`src/rtl/sisc_ctrl_mc_pkg.sv`:
```
// Shared definitions for the SISC multicycle control unit: opcodes, FSM states
// and ALU operation encodings.
package sisc_ctrl_mc_pkg;

  localparam logic [3:0] OP_NOP    = 4'h0;
  localparam logic [3:0] OP_ALU_RR = 4'h1;
  localparam logic [3:0] OP_ALU_RI = 4'h2;
  localparam logic [3:0] OP_LOD    = 4'h3;
  localparam logic [3:0] OP_STR    = 4'h4;
  localparam logic [3:0] OP_BRA    = 4'h5;
  localparam logic [3:0] OP_BRR    = 4'h6;
  localparam logic [3:0] OP_BNE    = 4'h7;
  localparam logic [3:0] OP_BNR    = 4'h8;
  localparam logic [3:0] OP_HLT    = 4'hF;

  localparam int ALU_PASS = 0;
  localparam int ALU_RR   = 1;
  localparam int ALU_RI   = 2;
  localparam int ALU_ADDR = 3;

  typedef enum logic [2:0] {
    ST_START,
    ST_FETCH,
    ST_DECODE,
    ST_EXECUTE,
    ST_MEM,
    ST_WRITEBACK,
    ST_HALT,
    ST_ERROR
  } state_t;

  // Absolute-target branches take the immediate directly as the new PC.
  function automatic logic is_abs_branch(input logic [3:0] op);
    return (op == OP_BRA) || (op == OP_BNE);
  endfunction

endpackage

```
`src/rtl/sisc_ctrl_mc_if.sv`:
```
// Control bus between the SISC control unit (master) and its datapath (slave).
interface sisc_ctrl_mc_if #(
  parameter int ALU_OP_W = 2,
  parameter int STAT_W   = 4
);
  logic [3:0]          opcode;
  logic [STAT_W-1:0]   mm;
  logic [STAT_W-1:0]   stat;
  logic                mem_ack;
  logic                rf_we;
  logic [ALU_OP_W-1:0] alu_op;
  logic                wb_sel;
  logic                br_sel;
  logic                pc_sel;
  logic                pc_write;
  logic                pc_rst;
  logic                ir_load;
  logic                rb_sel;
  logic                stat_en;
  logic                mem_req;
  logic                mem_we;
  logic                halted;
  logic                bus_err;

  modport master (
    input  opcode, mm, stat, mem_ack,
    output rf_we, alu_op, wb_sel, br_sel, pc_sel, pc_write, pc_rst, ir_load,
           rb_sel, stat_en, mem_req, mem_we, halted, bus_err
  );

  modport slave (
    output opcode, mm, stat, mem_ack,
    input  rf_we, alu_op, wb_sel, br_sel, pc_sel, pc_write, pc_rst, ir_load,
           rb_sel, stat_en, mem_req, mem_we, halted, bus_err
  );
endinterface

```
`src/rtl/sisc_ctrl_mc_mem_timer.sv`:
```
// Memory wait-state counter: counts cycles without acknowledge and flags
// expiry once MEM_TO waits have accumulated.
module sisc_ctrl_mc_mem_timer #(
  parameter int MEM_TO = 15
) (
  input  logic clk,
  input  logic rst,
  input  logic clr,
  input  logic inc,
  output logic expired
);
  localparam int CNT_W = $clog2(MEM_TO + 1);

  logic [CNT_W-1:0] count;

  always_ff @(posedge clk or posedge rst) begin
    if (rst) begin
      count <= '0;
    end else if (clr) begin
      count <= '0;
    end else if (inc && !expired) begin
      count <= count + 1'b1;
    end
  end

  assign expired = (count == CNT_W'(MEM_TO));

endmodule

```
`src/rtl/sisc_ctrl_mc.sv`:
```
// Multicycle control FSM for the SISC core: sequences fetch/decode/execute/
// memory/writeback and decodes all datapath selects from the registered state.
module sisc_ctrl_mc
  import sisc_ctrl_mc_pkg::*;
#(
  parameter int ALU_OP_W = 2,
  parameter int STAT_W   = 4,
  parameter int MEM_TO   = 15
) (
  input  logic             clk,
  input  logic             rst_f,
  sisc_ctrl_mc_if.master   bus
);

  state_t            state, state_nxt;
  logic              tmr_clr, tmr_inc, tmr_expired;
  logic [STAT_W-1:0] hits;
  logic              take;

  sisc_ctrl_mc_mem_timer #(.MEM_TO(MEM_TO)) u_timer (
    .clk     (clk),
    .rst     (rst_f),
    .clr     (tmr_clr),
    .inc     (tmr_inc),
    .expired (tmr_expired)
  );

  assign tmr_clr = (state != ST_MEM) || bus.mem_ack;
  assign tmr_inc = (state == ST_MEM) && !bus.mem_ack;

  // An empty mask yields "no hit": never taken on BRA/BRR, always on BNE/BNR.
  assign hits = bus.mm & bus.stat;
  always_comb begin
    take = 1'b0;
    case (bus.opcode)
      OP_BRA, OP_BRR: take = |hits;
      OP_BNE, OP_BNR: take = ~|hits;
      default:        take = 1'b0;
    endcase
  end

  always_ff @(posedge clk or posedge rst_f) begin
    if (rst_f) state <= ST_START;
    else       state <= state_nxt;
  end

  always_comb begin
    state_nxt = state;
    case (state)
      ST_START:     state_nxt = ST_FETCH;
      ST_FETCH:     state_nxt = ST_DECODE;
      ST_DECODE:    state_nxt = (bus.opcode == OP_HLT) ? ST_HALT : ST_EXECUTE;
      ST_EXECUTE: begin
        case (bus.opcode)
          OP_ALU_RR, OP_ALU_RI: state_nxt = ST_WRITEBACK;
          OP_LOD, OP_STR:       state_nxt = ST_MEM;
          default:              state_nxt = ST_FETCH;
        endcase
      end
      // Acknowledge has priority over a timeout expiring in the same cycle.
      ST_MEM: begin
        if (bus.mem_ack)      state_nxt = (bus.opcode == OP_LOD) ? ST_WRITEBACK : ST_FETCH;
        else if (tmr_expired) state_nxt = ST_ERROR;
      end
      ST_WRITEBACK: state_nxt = ST_FETCH;
      ST_HALT:      state_nxt = ST_HALT;
      ST_ERROR:     state_nxt = ST_ERROR;
      default:      state_nxt = ST_START;
    endcase
  end

  always_comb begin
    bus.rf_we    = 1'b0;
    bus.alu_op   = ALU_OP_W'(ALU_PASS);
    bus.wb_sel   = 1'b0;
    bus.br_sel   = 1'b0;
    bus.pc_sel   = 1'b0;
    bus.pc_write = 1'b0;
    bus.pc_rst   = 1'b0;
    bus.ir_load  = 1'b0;
    bus.rb_sel   = 1'b0;
    bus.stat_en  = 1'b0;
    bus.mem_req  = 1'b0;
    bus.mem_we   = 1'b0;
    bus.halted   = 1'b0;
    bus.bus_err  = 1'b0;
    case (state)
      ST_START: bus.pc_rst = 1'b1;
      ST_FETCH: begin
        bus.ir_load  = 1'b1;
        bus.pc_write = 1'b1;
      end
      ST_EXECUTE: begin
        case (bus.opcode)
          OP_ALU_RR: begin
            bus.alu_op  = ALU_OP_W'(ALU_RR);
            bus.stat_en = 1'b1;
          end
          OP_ALU_RI: begin
            bus.alu_op  = ALU_OP_W'(ALU_RI);
            bus.stat_en = 1'b1;
          end
          OP_LOD: bus.alu_op = ALU_OP_W'(ALU_ADDR);
          OP_STR: begin
            bus.alu_op = ALU_OP_W'(ALU_ADDR);
            bus.rb_sel = 1'b1;
          end
          OP_BRA, OP_BRR, OP_BNE, OP_BNR: begin
            bus.pc_sel   = take;
            bus.pc_write = take;
            bus.br_sel   = take && is_abs_branch(bus.opcode);
          end
          default: ;
        endcase
      end
      ST_MEM: begin
        bus.mem_req = 1'b1;
        bus.mem_we  = (bus.opcode == OP_STR);
      end
      ST_WRITEBACK: begin
        bus.rf_we  = 1'b1;
        bus.wb_sel = (bus.opcode == OP_LOD);
      end
      ST_HALT:  bus.halted = 1'b1;
      ST_ERROR: begin
        bus.halted  = 1'b1;
        bus.bus_err = 1'b1;
      end
      default: ;
    endcase
  end

endmodule
```
`src/flat_wrapper.sv`:
```
// flat-port wrapper written by rule: the top's interface ports become plain ports
module sisc_ctrl_mc_flat import sisc_ctrl_mc_pkg::*;
#(
  parameter int ALU_OP_W = 2,
  parameter int STAT_W   = 4,
  parameter int MEM_TO   = 15
)
  (clk, rst_f, bus_opcode, bus_mm, bus_stat, bus_mem_ack, bus_rf_we, bus_alu_op, bus_wb_sel, bus_br_sel, bus_pc_sel, bus_pc_write, bus_pc_rst, bus_ir_load, bus_rb_sel, bus_stat_en, bus_mem_req, bus_mem_we, bus_halted, bus_bus_err);
  sisc_ctrl_mc_if #(.ALU_OP_W(ALU_OP_W), .STAT_W(STAT_W)) bus_i ();
  input  logic clk;
  input  logic rst_f;
  input wire logic [$bits(bus_i.opcode)-1:0] bus_opcode;
  input wire logic [$bits(bus_i.mm)-1:0] bus_mm;
  input wire logic [$bits(bus_i.stat)-1:0] bus_stat;
  input wire logic [$bits(bus_i.mem_ack)-1:0] bus_mem_ack;
  output wire logic [$bits(bus_i.rf_we)-1:0] bus_rf_we;
  output wire logic [$bits(bus_i.alu_op)-1:0] bus_alu_op;
  output wire logic [$bits(bus_i.wb_sel)-1:0] bus_wb_sel;
  output wire logic [$bits(bus_i.br_sel)-1:0] bus_br_sel;
  output wire logic [$bits(bus_i.pc_sel)-1:0] bus_pc_sel;
  output wire logic [$bits(bus_i.pc_write)-1:0] bus_pc_write;
  output wire logic [$bits(bus_i.pc_rst)-1:0] bus_pc_rst;
  output wire logic [$bits(bus_i.ir_load)-1:0] bus_ir_load;
  output wire logic [$bits(bus_i.rb_sel)-1:0] bus_rb_sel;
  output wire logic [$bits(bus_i.stat_en)-1:0] bus_stat_en;
  output wire logic [$bits(bus_i.mem_req)-1:0] bus_mem_req;
  output wire logic [$bits(bus_i.mem_we)-1:0] bus_mem_we;
  output wire logic [$bits(bus_i.halted)-1:0] bus_halted;
  output wire logic [$bits(bus_i.bus_err)-1:0] bus_bus_err;
  assign bus_i.opcode = bus_opcode;
  assign bus_i.mm = bus_mm;
  assign bus_i.stat = bus_stat;
  assign bus_i.mem_ack = bus_mem_ack;
  assign bus_rf_we = bus_i.rf_we;
  assign bus_alu_op = bus_i.alu_op;
  assign bus_wb_sel = bus_i.wb_sel;
  assign bus_br_sel = bus_i.br_sel;
  assign bus_pc_sel = bus_i.pc_sel;
  assign bus_pc_write = bus_i.pc_write;
  assign bus_pc_rst = bus_i.pc_rst;
  assign bus_ir_load = bus_i.ir_load;
  assign bus_rb_sel = bus_i.rb_sel;
  assign bus_stat_en = bus_i.stat_en;
  assign bus_mem_req = bus_i.mem_req;
  assign bus_mem_we = bus_i.mem_we;
  assign bus_halted = bus_i.halted;
  assign bus_bus_err = bus_i.bus_err;
  sisc_ctrl_mc #(.ALU_OP_W(ALU_OP_W), .STAT_W(STAT_W), .MEM_TO(MEM_TO)) u_core (.clk(clk), .rst_f(rst_f), .bus(bus_i));
endmodule
```
`config.mk`:
```
export PLATFORM = sky130hd
export DESIGN_NAME = sisc_ctrl_mc_flat
export DESIGN_NICKNAME = d
export VERILOG_FILES = /design/src/rtl/sisc_ctrl_mc_pkg.sv /design/src/rtl/sisc_ctrl_mc_if.sv /design/src/rtl/sisc_ctrl_mc_mem_timer.sv /design/src/rtl/sisc_ctrl_mc.sv /design/src/flat_wrapper.sv
export SDC_FILE = /design/constraint.sdc
export NUM_CORES = 1
export LEC_CHECK = 0
export ABC_CLOCK_PERIOD_IN_PS = 2100
export BUFFER_PORTS_ARGS = -buffer_cell sky130_fd_sc_hd__buf_2
export CAP_MARGIN = 20
export CORE_MARGIN = 5
export CORE_UTILIZATION = 28
export DETAILED_ROUTE_END_ITERATION = 10
export HOLD_SLACK_MARGIN = 0.15
export PLACE_DENSITY_LB_ADDON = 0.25
export SETUP_SLACK_MARGIN = 0.4
export SLEW_MARGIN = 20
export SYNTH_ARGS = -nofsm -noshare
export SYNTH_HDL_FRONTEND = slang
export SYNTH_SLANG_ARGS = --single-unit
```
`constraint.sdc`:
```
create_clock -name clk -period 2.1 [get_ports clk]
set_input_delay 0.21 -clock clk [delete_from_list [all_inputs] [get_ports clk]]
set_output_delay 0.21 -clock clk [all_outputs]
set_load 0.005 [all_outputs]
```
==> flow_summary.json, run 1 <==
{
  "drc_errors": 0,
  "antenna_found_initial": 0,
  "clock_latency_ns": 0.26,
  "num_rows": 17,
  "synth-warning-count": 0,
  "crit_chain": "buf_12 > or4b_4 > nand4_1 > and4bb_1 > and3_1 > buf_2",
  "dpl.cell_count": 129,
  "leakagePower_nw": 0.436,
  "antenna_cells_inserted": 0,
  "drt-wirelength-per-cell_um": 12.2,
  "netlist_cell_types": 33,
  "worst_clock_skew_ns": 0.00505,
  "timing.hold.worst_endpoint": "u_core.state[2]",
  "fraction_of_layout_instances_using_a_drive_strength_above_1": 0.423,
  "floorplan.initialDensity": 0.288,
  "die_height_um": 57.5,
  "ctsHtreeMaxLevel": 1,
  "synthTopCellsByArea": "dfrtp_1, nand2b_1, nor2_1, nor3_1, a211oi_1",
  "status": "completed",
  "place_worst_setup_slack_ns": 0.399,
  "cts_tree": "done",
  "first_global_vias": 654,
  "die-area_um2": 3310,
  "reg2reg_depth": 5,
  "cts.root.buffer_cell": "clkbuf_4",
  "ys_dominant_reg_cell": "dfrtp_1",
  "clk_transition_reported_paths_ns": 0.05,
  "rrSetupSlack_ns": 0.70,
  "final_period_minus_worst_setup_slack_ns": 1.68,
  "syn_area_um2": 632,
  "syn_area_per_cell_um2": 8.10,
  "post_layout_nonfiller_instances": 139,
  "fmaxAchievable_mhz": 595,
  "grt_setup_unrepaired": "yes",
  "timing.max_slew.rel_slack": 0.814,
  "arrival_ns": 1.47,
  "power.density_cell_area_nw_per_um2": 769,
  "critical_path_peak_fanout": 13,
  "cts_buffer_depth": 2,
  "flow.area_growth_from_synthesis_pct": 44.4,
  "async_reset_ff_frac": 1.00,
  "synth_top_area_share": 0.277,
  "drt_first_iter_violations": 7,
  "worst_ep_required_time_ns": 1.89,
  "die-width_um": 57.5,
  "grt_usage": 0.102,
  "critical_path.endpoint_type": "primary output",
  "r2r-end": "u_core.state[2]",
  "min-delay-start": "bus_opcode[3]",
  "flop_and_latch_count_out_of_synthesis": 7,
  "cp_slowest_cell": "or4b_4",
  "grt_first_pass_wirelength_um": 2730,
  "rr_startpoint": "u_core.state[2]",
  "port_buffers": 29,
  "timing.final.hold_violations": 0,
  "synth-edff-count": 0,
  "hold_depth": 2,
  "timing.setup.tns_ns": 0,
  "grt_max_degree": 14,
  "worst_pin_slew_ns": 0.274,
  "layout.nets": 128,
  "yosys.area.top_type": "dfrtp_1",
  "sequential_fraction_of_the_synthesis_area": 0.277,
  "synthesized_instance_count": 78,
  "floorplan.core_area_um2": 2190,
  "detail_route.vias_per_cell": 5.00,
  "postRouteAntennaNets": 0,
  "clock_sink_count": 7,
  "critical-path-max-stage-delay_ns": 0.55,
  "worst_ir_drop_on_vdd_uv": 371,
  "placed_wire_length_estimate_um": 1230,
  "crit_path_start": "bus_opcode[2]",
  "boundaryPins": 30,
  "worst_slack_ns": 0.420,
  "worst_path_dominant_cell_family": "simple AND/OR/NAND/NOR gates",
  "drtPass1Iterations": 4,
  "setup_viol": 0,
  "remaining_global_route_overflow": 0,
  "routabilityCongestion": 0.783,
  "cts-buffers-inserted": 3,
  "timing.critical_path.buf_inv": 2,
  "critical_path.startpoint_type": "input port",
  "slew_viol_final": 0,
  "hold_class": "input port to flip-flop",
  "max-cap-violations": 0,
  "critPathKind": "input port to primary output",
  "detail_route.wirelength_um": 1700,
  "via_count_of_the_routed_design": 695,
  "synth.net_count": 94,
  "post-route-period-util": 0.800
}
## stage by stage
stage / area, µm² / util / power [mW] / hold WS, ns
final: 912 / 0.416 / 0.701 / 0.287
after global routing: 912 / 0.416 / 0.763 / 0.291
after CTS: 855 / 0.390 / 0.679 / 0.335
after detailed placement: 778 / 0.355 / 0.487 / 0.150
after global placement: 778 / 0.355 / 0.486 / 0.146
after floorplan: 632 / - / 0.396 / 0.0134
## worst register-to-register path: cells and delay by family, from the launching register on
family | cells | cell delay, ns
flops | 1 | 0.43
simple gates | 2 | 0.39
compound gates | 2 | 0.30
buf+inv | 1 | 0.14
## worst max path at each step
stage                     slack (ns)  cells after the start           end
final                           0.42                      6    bus_br_sel
after global routing            0.34                      6    bus_br_sel
after CTS                       0.41                      5  bus_pc_write
after detailed placement        0.40                      6    bus_br_sel
after global placement          0.43                      5  bus_pc_write
after floorplan                 0.56                      5    bus_br_sel
## cell usage in the layout, fill, tap and decap left out, drive strengths merged, types with 2 or more instances in the layout
cell type  synthesis  routed
buf                4      34
nor2               7       7
dfrtp              7       7
nand2b             6       6
nand2              5       5
nor3               5       5
clkbuf             2       4
o21ai              4       4
a211oi             3       3
and3               3       3
a22oi              3       3
nor2b              3       3
nor3b              3       3
nand3              2       2
o21a               2       2
or2                2       2
xnor2              2       2
nor4b              2       2
## synthesized netlist by cell type (all sizes together) (2+ instances only)
cell type,count
dfrtp,7
nor2,7
nand2b,6
nand2,5
nor3,5
buf,4
o21ai,4
a211oi,3
a22oi,3
and3,3
nor2b,3
nor3b,3
clkbuf,2
nand3,2
nor4b,2
o21a,2
or2,2
xnor2,2
## power by group
| group | internal, mW | switching [mW] | total [mW] |
|---|---|---|---|
| logic | 0.197 | 0.170 | 0.367 |
| clock network | 0.0726 | 0.0507 | 0.123 |
| registers | 0.168 | 0.0431 | 0.211 |
## layer usage
metal / track usage / vias up / routed length [µm]
met5: 0 / - / 0
met3: 0.0294 / 3 / 155
li1: - / 352 / -
met1: 0.120 / 316 / 705
met2: 0.173 / 24 / 809
met4: 0.0430 / 0 / 28
## flip-flops by register name, summed over array words and instances (netlist names)
register,flops
u_core.state,3
u_core.u_timer.count,4
## area by class of cell
type	instances	area [µm²]
Clock buffer	4	26.3
Fill cell	236	1280
Inverter	1	3.75
Multi-Input combinational cell	64	449
Sequential cell	7	179
Tap cell	28	35.0
Timing Repair Buffer	35	219
## kinds of logic (layout without fill, tap and decap cells)
family,Yosys count,in the layout,share of synthesized area
XOR/XNOR,3,3,0.0416
multiplexers,1,1,0.0158
AO/OA/AOI/OAI,16,16,0.182
adder cells (fa/ha/maj),1,1,0.0198
AND/OR/NAND/NOR,43,43,0.404
flip-flops,7,7,0.277
buffers and inverters,7,40,0.0594
## what timing repair did
item,4_1_cts,5_1_grt
gates resized for setup,5,16
buffers inserted,4,1
hold buffers,1,0
pin swaps,0,4
endpoints found under the hold margin,7,0
endpoints found under the setup margin,6,7
(Power assumes the default switching activity.)
==> run 2, diff against run 1 <==
--- a/config.mk
+++ b/config.mk
@@ -5,7 +5,7 @@
 export SDC_FILE = /design/constraint.sdc
 export NUM_CORES = 1
 export LEC_CHECK = 0
-export ABC_CLOCK_PERIOD_IN_PS = 2100
+export ABC_CLOCK_PERIOD_IN_PS = 1700
 export BUFFER_PORTS_ARGS = -buffer_cell sky130_fd_sc_hd__buf_2
 export CAP_MARGIN = 20
 export CORE_MARGIN = 5
==> constraint.sdc (replaced) <==
create_clock -name clk -period 1.7 [get_ports clk]
set_input_delay 0.17 -clock clk [delete_from_list [all_inputs] [get_ports clk]]
set_output_delay 0.17 -clock clk [all_outputs]
set_load 0.005 [all_outputs]
==> flow_summary.json, run 2 (synthesis results as in run 1) <==
{
  "detail_route.vias_per_cell": 4.93,
  "floorplan.initialDensity": 0.288,
  "fraction_of_layout_instances_using_a_drive_strength_above_1": 0.550,
  "power.share.combinational": 0.633,
  "worst_pin_slew_ns": 0.317,
  "critical_path.startpoint_type": "input port",
  "ctsHtreeMaxLevel": 1,
  "nFillCells": 217,
  "grt_usage": 0.113,
  "remaining_global_route_overflow": 0,
  "flow.area_growth_from_synthesis_pct": 66.9,
  "cts_tree": "done",
  "cp_common_cell": "buf_2",
  "drt_first_iter_violations": 22,
  "critPathKind": "input port to primary output",
  "fmaxAchievable_mhz": 621,
  "switchingPower_mw": 0.409,
  "worst_ir_drop_on_vdd_uv": 566,
  "timing.setup.tns_ns": 0,
  "slew_viol_final": 0,
  "rrSetupSlack_ns": 0.29,
  "placed_wire_length_estimate_um": 1280,
  "timing.max_slew.rel_slack": 0.787,
  "critical_path.endpoint_type": "primary output",
  "multi_input_comb_area_um2": 538,
  "arrival_ns": 1.44,
  "post-route-period-util": 0.947,
  "final-seq-area_um2": 178,
  "mostFrequentLayoutCell": "buf_2",
  "worst_clock_skew_ns": 0.000207,
  "max_reg_flops": 4,
  "antenna_cells_inserted": 0,
  "boundaryPins": 30,
  "clock_sink_count": 7,
  "layout_top_registers": "u_core.u_timer.count: 4 flops, u_core.state: 3 flops",
  "pwr-share-seq": 0.224,
  "critical_path_peak_fanout": 8,
  "drc_errors": 0,
  "overall_power_after_layout_mw": 1.06,
  "detail_route.wirelength_um": 1890,
  "cts.root.buffer_cell": "clkbuf_4",
  "first_global_vias": 691,
  "cts_buffer_depth": 2,
  "crit_chain": "buf_2 > or4b_4 > o21ai_1 > and4bb_1 > and3_1 > buf_2",
  "max-cap-violations": 0,
  "setup_viol": 0,
  "port_buffers": 29,
  "drtPass1Iterations": 3,
  "antenna_found_initial": 0,
  "via_count_of_the_routed_design": 729,
  "die-width_um": 57.5,
  "grt_setup_unrepaired": "yes",
  "top_register": "u_core.u_timer.count",
  "worst_path_dominant_cell_family": "simple AND/OR/NAND/NOR gates",
  "power_frac_clock": 0.143,
  "hold_class": "input port to flip-flop",
  "routabilityCongestion": 0.795,
  "num_rows": 17,
  "timing.critical_path.buf_inv": 2,
  "die_height_um": 57.5,
  "layout.nets": 137,
  "worst_ep_required_time_ns": 1.53,
  "clock_latency_ns": 0.25,
  "die-area_um2": 3310,
  "grt_first_pass_wirelength_um": 3020,
  "drt-wirelength-per-cell_um": 12.8,
  "grt_max_degree": 13,
  "cts-buffers-inserted": 3,
  "final_period_minus_worst_setup_slack_ns": 1.61,
  "leakagePower_nw": 0.498,
  "critical-path-max-stage-delay_ns": 0.52,
  "switching_power_share_of_the_total": 0.386,
  "cp_slowest_cell": "or4b_4",
  "status": "completed",
  "most-common-layout-cells": "buf_2, buf_4, nor2_1",
  "power.density_cell_area_nw_per_um2": 1000,
  "postRouteAntennaNets": 0,
  "timing.final.hold_violations": 0,
  "p_int_mw": 0.651,
  "floorplan.core_area_um2": 2190,
  "clk_transition_reported_paths_ns": 0.05
}
run 2: stage by stage:
stage | instance area [µm²] | hold WS [ns] | util | std cells | setup slack [ns]
5_1_grt | 1050 | 0.265 | 0.481 | 148 | 0.0219
4_1_cts | 931 | 0.238 | 0.425 | 142 | 0.111
2_1_floorplan | 657 | -0.0266 | - | 78 | 0.309
3_5_place_dp | 823 | 0.111 | 0.376 | 133 | 0.132
3_3_place_gp | 823 | 0.104 | 0.376 | 133 | 0.165
6_report | 1050 | 0.266 | 0.481 | 148 | 0.0904
run 2: routing by layer:
layer,global-route usage,share of wire,wire length [µm]
met3,0.0204,0.074,139
met2,0.195,0.49,934
met4,0.0629,0.016,31
met1,0.128,0.42,785
met5,0,0,0
run 2: path summary, 6_finish.rpt:
kind,cells past startpoint,endpoint,start
worst max-delay path,6,bus_br_sel,bus_opcode[1]
worst min-delay path,3,u_core.u_timer.count[3],bus_mem_ack
worst max register to register,6,u_core.state[2],u_core.state[2]
worst min register to register,2,u_core.u_timer.count[1],u_core.u_timer.count[1]
max in group asynchronous,3,u_core.state[1],rst_f
min in group asynchronous,3,u_core.u_timer.count[0],rst_f
run 2: area by class of cell:
| class | instances | area share |
|---|---|---|
| clock buffers | 4 | 0.0249 |
| multi-input cells | 64 | 0.510 |
| inverters | 1 | 0.00356 |
| well taps | 28 | 0.0332 |
| flip-flops and latches | 7 | 0.168 |
| repair buffers | 44 | 0.260 |
run 2: what timing repair did:
action | CTS | global route
gates resized for setup | 10 | 15
setup buffers | 4 | 6
pin swaps | 2 | 5
endpoints found under the hold margin | 7 | 0
hold buffers | 1 | 0
setup endpoints to repair | 18 | 20
run 2: worst register-to-register path: stages (launching register included):
cell and delay [ns]:
dfrtp_2 0.42, buf_4 0.17, nor3b_4 0.15, buf_6 0.11, nand2b_4 0.13, o41a_1 0.18, o311ai_2 0.10
run 2: power groups by stage:
stage	Clock [mW]	Combinational (mW)	Sequential (mW)
final	0.151	0.670	0.238
after global routing	0.173	0.730	0.243
after floorplan	0	0.319	0.217
after global placement	0	0.416	0.253
after CTS	0.157	0.554	0.238
after detailed placement	0	0.420	0.255
==> run 3, diff against run 2 <==
--- a/config.mk
+++ b/config.mk
@@ -5,6 +5,7 @@
 export SDC_FILE = /design/constraint.sdc
 export NUM_CORES = 1
 export LEC_CHECK = 0
+export ABC_AREA = 1
 export ABC_CLOCK_PERIOD_IN_PS = 1700
 export BUFFER_PORTS_ARGS = -buffer_cell sky130_fd_sc_hd__buf_2
 export CAP_MARGIN = 20
==> flow_summary.json, run 3 <==
{
  "status": "completed",
  "timing.final.hold_violations": 0,
  "cp_slowest_cell": "dfrtp_1",
  "cts_tree": "done",
  "synth.net_count": 123,
  "detailroute.wirelength.met2_um": 933,
  "timing.max_slew.rel_slack": 0.804,
  "critical_path_peak_fanout": 4,
  "timing.setup.tns_ns": 0,
  "netlist_cell_types": 21,
  "worst_ep_required_time_ns": 1.53,
  "detail_route.vias_per_cell": 4.32,
  "synthTopCellsByArea": "dfrtp_1, nand2_1, inv_1, nor2_1, nand2_4",
  "floorplan.initialDensity": 0.296,
  "grt_usage": 0.113,
  "yosys.area.top_type": "dfrtp_1",
  "mostFrequentLayoutCell": "nand2_1",
  "hold-worst-slack_ns": 0.246,
  "critPathKind": "flip-flop to primary output",
  "min-delay-start": "bus_mem_ack",
  "clock_sink_count": 7,
  "detail_route.wirelength_um": 1750,
  "highest-signal-layer": "met3",
  "drtPass1Iterations": 4,
  "num_rows": 17,
  "synth_top_area_share": 0.265,
  "routabilityCongestion": 0.723,
  "met1_length_um": 728,
  "critical_path.endpoint_type": "primary output",
  "die-width_um": 58.6,
  "die_height_um": 58.6,
  "timing.critical_path.buf_inv": 3,
  "antenna_cells_inserted": 0,
  "fmaxAchievable_mhz": 699,
  "synthesized_instance_count": 107,
  "boundaryPins": 30,
  "slew_viol_final": 0,
  "ctsHtreeMaxLevel": 1,
  "placed_wire_length_estimate_um": 1420,
  "drc_errors": 0,
  "antenna_found_initial": 0,
  "layout.nets": 170,
  "remaining_global_route_overflow": 0,
  "drt_first_iter_violations": 14,
  "arrival_ns": 1.26,
  "syn_area_um2": 661,
  "ys_dominant_reg_cell": "dfrtp_1",
  "floorplan.core_area_um2": 2230,
  "die-area_um2": 3430,
  "via_count_of_the_routed_design": 782,
  "dr_wl_met3_um": 92,
  "flop_and_latch_count_out_of_synthesis": 7,
  "async_reset_ff_frac": 1.00,
  "layout_top_registers": "u_core.u_timer.count: 4 flops, u_core.state: 3 flops",
  "critical_path.startpoint_type": "flip-flop",
  "max_reg_flops": 4,
  "port_buffers": 29,
  "postRouteAntennaNets": 0,
  "cts_buffer_depth": 2,
  "worst_ir_drop_on_vdd_uv": 696,
  "hold_class": "input port to flip-flop",
  "crit_path_start": "u_core.state[2]",
  "post-synth-top-count-cell": "nand2_1",
  "first_global_vias": 753,
  "cts-buffers-inserted": 3,
  "worst_clock_skew_ns": 0.000941,
  "setup_viol": 0,
  "critical-path-max-stage-delay_ns": 0.40,
  "drt-wirelength-per-cell_um": 9.69,
  "worst_path_dominant_cell_family": "flip-flops",
  "nFillCells": 252,
  "grt_max_degree": 8,
  "sequential_fraction_of_the_synthesis_area": 0.265,
  "post-route-period-util": 0.842,
  "flow.area_growth_from_synthesis_pct": 53.8,
  "rr_startpoint": "u_core.state[1]",
  "final_period_minus_worst_setup_slack_ns": 1.43,
  "fraction_of_layout_instances_using_a_drive_strength_above_1": 0.444,
  "crit_chain": "inv_4 > nand2_4 > nor2_4 > buf_6 > nand2_2 > nand2_1 > buf_2",
  "cts.root.buffer_cell": "clkbuf_4",
  "synth-edff-count": 0,
  "max-cap-violations": 0,
  "synthTopCellsByCount": "nand2_1, inv_1, nor2_1",
  "grt_setup_unrepaired": "yes",
  "top_register": "u_core.u_timer.count",
  "leakagePower_nw": 0.646,
  "overall_power_after_layout_mw": 1.21,
  "power.density_cell_area_nw_per_um2": 1190,
  "syn_area_per_cell_um2": 6.17,
  "clock_latency_ns": 0.25,
  "worst_pin_slew_ns": 0.294,
  "most-common-layout-cells": "nand2_1, buf_2, inv_1",
  "grt_first_pass_wirelength_um": 3120,
  "synth-warning-count": 0,
  "clk_transition_reported_paths_ns": 0.05
}
-- run 3: cell count changes after synthesis, sizes merged, moves of 3 or more --
cell,change
nand2,+34
and3,-3
a211oi,-3
nand2b,-6
nor2b,-3
nor2,+13
inv,+21
nand3,+4
buf,-4
a22oi,-3
nor3b,-3
-- run 3: cell families (layout without fill, tap and decap cells) --
logic type | after synthesis | after routing | share of synthesized area
and+or+nand+nor | 71 | 71 | 0.523
buffers and inverters | 22 | 68 | 0.133
DFF | 7 | 7 | 0.265
AOI/OAI and AO/OA | 5 | 5 | 0.0473
adders and majority gates | 1 | 1 | 0.0189
xor gates and xnor gates | 1 | 1 | 0.0133
-- run 3: report_power, final --
group | internal (mW) | leakage (nW) | total (mW) | switching [mW]
sequential | 0.212 | 0.0896 | 0.267 | 0.0557
combinational | 0.371 | 0.541 | 0.793 | 0.421
clock | 0.0896 | 0.0150 | 0.152 | 0.0624
total | 0.673 | 0.646 | 1.21 | 0.539
-- run 3: area by class of cell --
type	count	area, µm²	area share
repair buffers	42	249	0.245
flip-flops and latches	7	178	0.175
well taps	28	35.0	0.0345
clock buffers	4	26.3	0.0259
inverters	22	87.6	0.0862
multi-input cells	78	440	0.433
-- run 3: per-layer routing --
metal  vias to the layer above  global-route usage
met2                        13               0.196
met3                         0              0.0329
met1                       353               0.137
met4                         0              0.0291
met5                         -                   0
li1                        416                   -
-- run 3: worst min-delay path, delay by kind of cell --
family	cells	cell delay, ns
simple gates	1	0.09
compound gates	1	0.05
buf+inv	2	0.15
-- run 3: worst paths after layout --
check,slack [ns],endpoint,depth (start not counted)
max,0.27,bus_stat_en,7
min,0.25,u_core.u_timer.count[0],4
max reg2reg,0.30,u_core.state[2],9
min reg2reg,0.53,u_core.u_timer.count[1],2
max in group asynchronous,1.06,u_core.state[0],3
min in group asynchronous,0.40,u_core.u_timer.count[0],3
-- run 3: per-stage QoR --
stage          cell area (µm²)   util  worst slack [ns]  instances
5_1_grt                   1020  0.455             0.174        181
3_5_place_dp               841  0.376             0.405        164
4_1_cts                    983  0.440             0.223        179
2_1_floorplan              661      -             0.530        107
3_3_place_gp               841  0.376             0.434        164
6_report                  1020  0.455             0.269        181
-- run 3: what timing repair did --
action                                  CTS  global route
gates resized for setup                   9             6
endpoints found under the setup margin   13            19
setup buffers                            10             2
pin swaps                                 7             1
hold buffers                              1             0
hold endpoints to repair                  7             0
